File: config.mk
export PLATFORM = sky130hd
export DESIGN_NAME = period_meter_flat
export DESIGN_NICKNAME = d
export VERILOG_FILES = /design/src/rtl/period_meter_if.sv /design/src/rtl/period_meter.sv /design/src/flat_wrapper.sv
export SDC_FILE = /design/constraint.sdc
export NUM_CORES = 1
export LEC_CHECK = 0
export ABC_AREA = 1
export CORE_AREA = 2 2 73 54
export CTS_CLUSTER_DIAMETER = 150
export CTS_CLUSTER_SIZE = 12
export DETAILED_ROUTE_END_ITERATION = 6
export DIE_AREA = 0 0 75 56
export HOLD_SLACK_MARGIN = 0.03
export PLACE_DENSITY = 0.79
export RECOVER_POWER = 25
export SETUP_SLACK_MARGIN = 0.05
export SLEW_MARGIN = 20
export SYNTH_ARGS = -nofsm -noshare
export SYNTH_HDL_FRONTEND = slang
export SYNTH_SLANG_ARGS = --single-unit
File: constraint.sdc
create_clock -name cLocK -period 1.9 [get_ports cLocK]
set_input_delay 0.57 -clock cLocK [delete_from_list [all_inputs] [get_ports cLocK]]
set_output_delay 0.57 -clock cLocK [all_outputs]
set_load 0.005 [all_outputs]
File: src/rtl/period_meter_if.sv
// Measurement bundle for period_meter: the sampled square wave in, period/high-time results out.
interface period_meter_if #(
  parameter int WIDTH = 16
) ();
  logic             sig_in;
  logic [WIDTH-1:0] period;
  logic             period_vld;
  logic [WIDTH-1:0] high_time;
  logic             timeout;
  logic             busy;

  modport slave (
    input  sig_in,
    output period, period_vld, high_time, timeout, busy
  );

  modport master (
    output sig_in,
    input  period, period_vld, high_time, timeout, busy
  );
endinterface

File: src/rtl/period_meter.sv
// Period meter: counts clock cycles between synchronized rising edges of sig_in.
// Define PERIOD_METER_HIGH_TIME_EN to also measure the high time within each period.
module period_meter #(
  parameter int WIDTH   = 16,
  parameter int TIMEOUT = 2**WIDTH - 1
) (
  input  logic          cLocK,
  input  logic          Reset,
  period_meter_if.slave pm
);

  localparam logic [WIDTH-1:0] TO_V = WIDTH'(TIMEOUT);
  localparam logic [WIDTH-1:0] ONE  = WIDTH'(1);

  typedef enum logic {IDLE, MEASURE} state_e;

  state_e           state_q, state_d;
  logic             s1_q, s2_q, prev_q;
  logic             rise;
  logic [WIDTH-1:0] cnt_q, cnt_d;
  logic [WIDTH-1:0] period_q, period_d;
  logic             vld_q, vld_d;
  logic             to_q, to_d;

  // s2_q is the synchronized level; prev_q delays it one more cycle for edge detection
  assign rise = s2_q & ~prev_q;

  always_ff @(posedge cLocK) begin
    if (Reset) begin
      s1_q     <= 1'b0;
      s2_q     <= 1'b0;
      prev_q   <= 1'b0;
      state_q  <= IDLE;
      cnt_q    <= '0;
      period_q <= '0;
      vld_q    <= 1'b0;
      to_q     <= 1'b0;
    end else begin
      s1_q     <= pm.sig_in;
      s2_q     <= s1_q;
      prev_q   <= s2_q;
      state_q  <= state_d;
      cnt_q    <= cnt_d;
      period_q <= period_d;
      vld_q    <= vld_d;
      to_q     <= to_d;
    end
  end

  always_comb begin
    state_d  = state_q;
    cnt_d    = cnt_q;
    period_d = period_q;
    vld_d    = 1'b0;
    to_d     = to_q;
    case (state_q)
      IDLE: begin
        cnt_d = '0;
        if (rise) begin
          state_d = MEASURE;
          cnt_d   = ONE;
        end
      end
      MEASURE: begin
        // a rise on the timeout cycle still counts as a valid measurement
        if (rise) begin
          period_d = cnt_q;
          vld_d    = 1'b1;
          to_d     = 1'b0;
          cnt_d    = ONE;
        end else if (cnt_q == TO_V) begin
          state_d = IDLE;
          to_d    = 1'b1;
          cnt_d   = '0;
        end else begin
          cnt_d = cnt_q + ONE;
        end
      end
      default: begin
        state_d = IDLE;
        cnt_d   = '0;
      end
    endcase
  end

`ifdef PERIOD_METER_HIGH_TIME_EN
  logic [WIDTH-1:0] hcnt_q, hcnt_d;
  logic [WIDTH-1:0] high_q, high_d;

  always_ff @(posedge cLocK) begin
    if (Reset) begin
      hcnt_q <= '0;
      high_q <= '0;
    end else begin
      hcnt_q <= hcnt_d;
      high_q <= high_d;
    end
  end

  // high count never exceeds the cycle count, so it cannot wrap either
  always_comb begin
    hcnt_d = hcnt_q;
    high_d = high_q;
    case (state_q)
      IDLE: begin
        hcnt_d = '0;
        if (rise) hcnt_d = ONE;
      end
      MEASURE: begin
        if (rise) begin
          high_d = hcnt_q;
          hcnt_d = ONE;
        end else if (cnt_q == TO_V) begin
          hcnt_d = '0;
        end else begin
          hcnt_d = hcnt_q + WIDTH'(s2_q);
        end
      end
      default: hcnt_d = '0;
    endcase
  end

  assign pm.high_time = high_q;
`else
  assign pm.high_time = '0;
`endif

  assign pm.period     = period_q;
  assign pm.period_vld = vld_q;
  assign pm.timeout    = to_q;
  assign pm.busy       = (state_q == MEASURE);

endmodule

File: src/flat_wrapper.sv
// flat-port wrapper written by rule: the top's interface ports become plain ports
module period_meter_flat 
#(
  parameter int WIDTH   = 16,
  parameter int TIMEOUT = 2**WIDTH - 1
)
  (cLocK, Reset, pm_sig_in, pm_period, pm_period_vld, pm_high_time, pm_timeout, pm_busy);
  period_meter_if #(.WIDTH(WIDTH)) pm_i ();
  input  logic cLocK;
  input  logic Reset;
  input wire logic [$bits(pm_i.sig_in)-1:0] pm_sig_in;
  output wire logic [$bits(pm_i.period)-1:0] pm_period;
  output wire logic [$bits(pm_i.period_vld)-1:0] pm_period_vld;
  output wire logic [$bits(pm_i.high_time)-1:0] pm_high_time;
  output wire logic [$bits(pm_i.timeout)-1:0] pm_timeout;
  output wire logic [$bits(pm_i.busy)-1:0] pm_busy;
  assign pm_i.sig_in = pm_sig_in;
  assign pm_period = pm_i.period;
  assign pm_period_vld = pm_i.period_vld;
  assign pm_high_time = pm_i.high_time;
  assign pm_timeout = pm_i.timeout;
  assign pm_busy = pm_i.busy;
  period_meter #(.WIDTH(WIDTH), .TIMEOUT(TIMEOUT)) u_core (.cLocK(cLocK), .Reset(Reset), .pm(pm_i));
endmodule
==> impl_metrics.json <==
{
  "yosysUniqueCellTypes": 21,
  "ant_nets": 0,
  "worst_slack_ns": 0.1393,
  "ys_ff_latch": 38,
  "die_h_um": 56,
  "vdd_ir_drop_max_uv": 528.1,
  "start_util_pct": 48.26,
  "tightest_slew_ns": 0.5837,
  "critPathLaunch": "u_core.pm.period[7]$_SDFFE_PP0P_",
  "crit_chain": "clkdlybuf4s50_1",
  "start_kind": "flip-flop",
  "synth_area_per_cell_um2": 7.423,
  "finalHoldViolations": 0,
  "clkLatencyLatePin_ns": 0.30,
  "outcome": "completed",
  "dr.pass1.iters": 4,
  "cts_root_buffer": "clkbuf_8",
  "nNetsFinal": 254,
  "grt_max_degree": 19,
  "relSlewSlack_pct": 60.99,
  "grt_setup_unrepaired": "false",
  "cp_top_family": "buffers and inverters",
  "reg2reg_depth": 6,
  "vias": 1393,
  "critPathKind": "reg -> out",
  "hold_ws_ns": 0.4190,
  "worstPathMaxFanout": 2,
  "final.setup.tns_ns": 0,
  "worstPathArrival_ns": 1.19,
  "yosysSeqAreaShare_pct": 45.75,
  "p_leak_nw": 0.7811,
  "syn_area_um2": 1663,
  "post-dp-hpwl_um": 2485,
  "grt_pass1_vias": 1168,
  "antenna_cells": 0,
  "drive_gt1_share_pct": 6.375,
  "viasPerCell": 4.628,
  "clock-sinks": 38,
  "syn_inst": 224,
  "htree_num_levels": 2,
  "track_usage_pct": 17.75,
  "drv_cap": 0,
  "cts_buffer_depth": 2,
  "row_count": 18,
  "hold_start": "u_core.s1_q$_SDFF_PP0_",
  "reg2reg_to": "u_core.cnt_q[10]$_SDFF_PP0_",
  "max_freq_mhz": 568.0,
  "syn2layout_area_growth_pct": 20.54,
  "power_density_nw_per_um2": 849.8,
  "skew_ns": 0.003792,
  "numCtsBuffers": 5,
  "drtIter0Drc": 109,
  "worst-endpoint-required_ns": 1.33,
  "ctsHoldBuffers": 0,
  "endpoint_kind": "primary output",
  "synth_top_area_share_pct": 45.75,
  "period_needed_ns": 1.761,
  "finalSetupViolCount": 0,
  "core_area_um2": 3446,
  "yosys_warnings": 0,
  "drv_slew": 0,
  "crit_buf_inv": 1,
  "ioPinCount": 38,
  "hold_path_class": "reg -> reg",
  "antenna_found_initial": 0,
  "grt_overflow": 0,
  "ff2ff_setup_slack_ns": 0.30,
  "cts.clk_slew.worst_paths_ns": 0.08,
  "grt_pass1_wl_um": 5451,
  "synth_area_leaders": "dfxtp_1, nand2_1, buf_4",
  "wire_per_inst_um": 11.65,
  "post-route-period-util_pct": 92.67,
  "cts_resized": 0,
  "gp_congestion": 0.7995,
  "rr_startpoint": "u_core.cnt_q[1]$_SDFF_PP0_",
  "dp_slack_ns": 0.03132,
  "dieArea_um2": 4200,
  "synth_top_cell_by_area": "dfxtp_1",
  "wl_um": 3508,
  "die_x_um": 75,
  "whs_endpoint": "u_core.s2_q$_SDFF_PP0_",
  "cts_post_setup_buffers_inserted": 0,
  "portBuffers": 21,
  "drc": 0,
  "hold_depth": 2,
  "critPathSlowestCell": "clkdlybuf4s50_1",
  "tritoncts": "built",
  "slowest_delay_ns": 0.52
}
==> kinds of logic after synthesis <==
logic type,count (synthesis),synth area share (%)
simple gates,103,27.69
buf+inv,52,15.95
flops,38,45.75
compound gates,25,7.524
xor+xnor,4,2.107
fa+ha+maj,1,0.7523
other cells,1,0.2255
==> layout make-up <==
| type | count | area [um2] |
|---|---|---|
| Multi-Input combinational cell | 149 | 685.7 |
| Sequential cell | 38 | 760.7 |
| Inverter | 32 | 120.1 |
| Fill cell | 329 | 1441 |
| Clock buffer | 6 | 82.58 |
| Tap cell | 50 | 62.56 |
| Clock inverter | 2 | 60.06 |
| Timing Repair Buffer | 24 | 232.7 |
==> synth_stat cells, drive strengths merged <==
cell,number
ha,1
nand3,25
clkinv,1
xor2,3
nor2,27
conb,1
nand4,3
dfxtp,38
xnor2,1
nand2,48
buf,19
clkbuf,1
a21oi,7
inv,31
o21ai,18
==> report_power, final <==
group	switching (mW)	leakage, nW	internal [mW]
Combinational	0.0292	0.403	0.0115
Sequential	0.00316	0.307	0.801
Clock	0.299	0.0714	0.560
Total	0.331	0.781	1.37
==> registers in the layout, summed over array words and instances, names as in the netlist <==
| name | flops |
|---|---|
| u_core.cnt_q | 16 |
| u_core.pm.period | 16 |
| u_core.pm.busy | 1 |
| u_core.pm.period_vld | 1 |
| u_core.pm.timeout | 1 |
| u_core.prev_q | 1 |
| u_core.s1_q | 1 |
| u_core.s2_q | 1 |
==> metal layers <==
| layer | share of wire, % | track usage (%) |
|---|---|---|
| met1 | 50 | 27.30 |
| met2 | 38 | 21.68 |
| met3 | 9.5 | 5.435 |
| met4 | 2.1 | 8.418 |
| met5 | 0 | 0 |
==> how the worst max path moves through the flow <==
stage,end,cells after the start,slack (ns)
after global placement,u_core.pm.period[12]$_SDFFE_PP0P_,5,0.07
final,pm_period[7],1,0.14
after floorplan,u_core.cnt_q[10]$_SDFF_PP0_,7,0.60
after global routing,pm_busy,1,0.08
after CTS,pm_period[8],1,0.13
after detailed placement,u_core.pm.period[5]$_SDFFE_PP0P_,5,0.03
==> cells in the final DEF, fill, tap and decap left out, drive strengths merged <==
cell | netlist | layout
clkbuf | 1 | 6
buf | 19 | 3
nand4 | 3 | 3
inv | 31 | 31
dlygate4sd3 | 0 | 1
a21oi | 7 | 7
o21ai | 18 | 18
nand2 | 48 | 48
clkinv | 1 | 1
xnor2 | 1 | 1
dfxtp | 38 | 38
conb | 1 | 16
nand3 | 25 | 25
clkdlybuf4s50 | 0 | 20
ha | 1 | 1
nor2 | 27 | 27
bufinv | 0 | 2
xor2 | 3 | 3
==> stage by stage <==
step	util (%)	instances	cell area, um2	power, mW
after floorplan	-	239	1719	0.8733
after global placement	54.25	293	1869	0.8627
after detailed placement	54.25	293	1869	0.8641
after CTS	58.39	301	2012	1.719
after global routing	58.17	301	2004	1.758
final	58.17	301	2004	1.703
No activity file was read; power rests on OpenSTA's default activity.
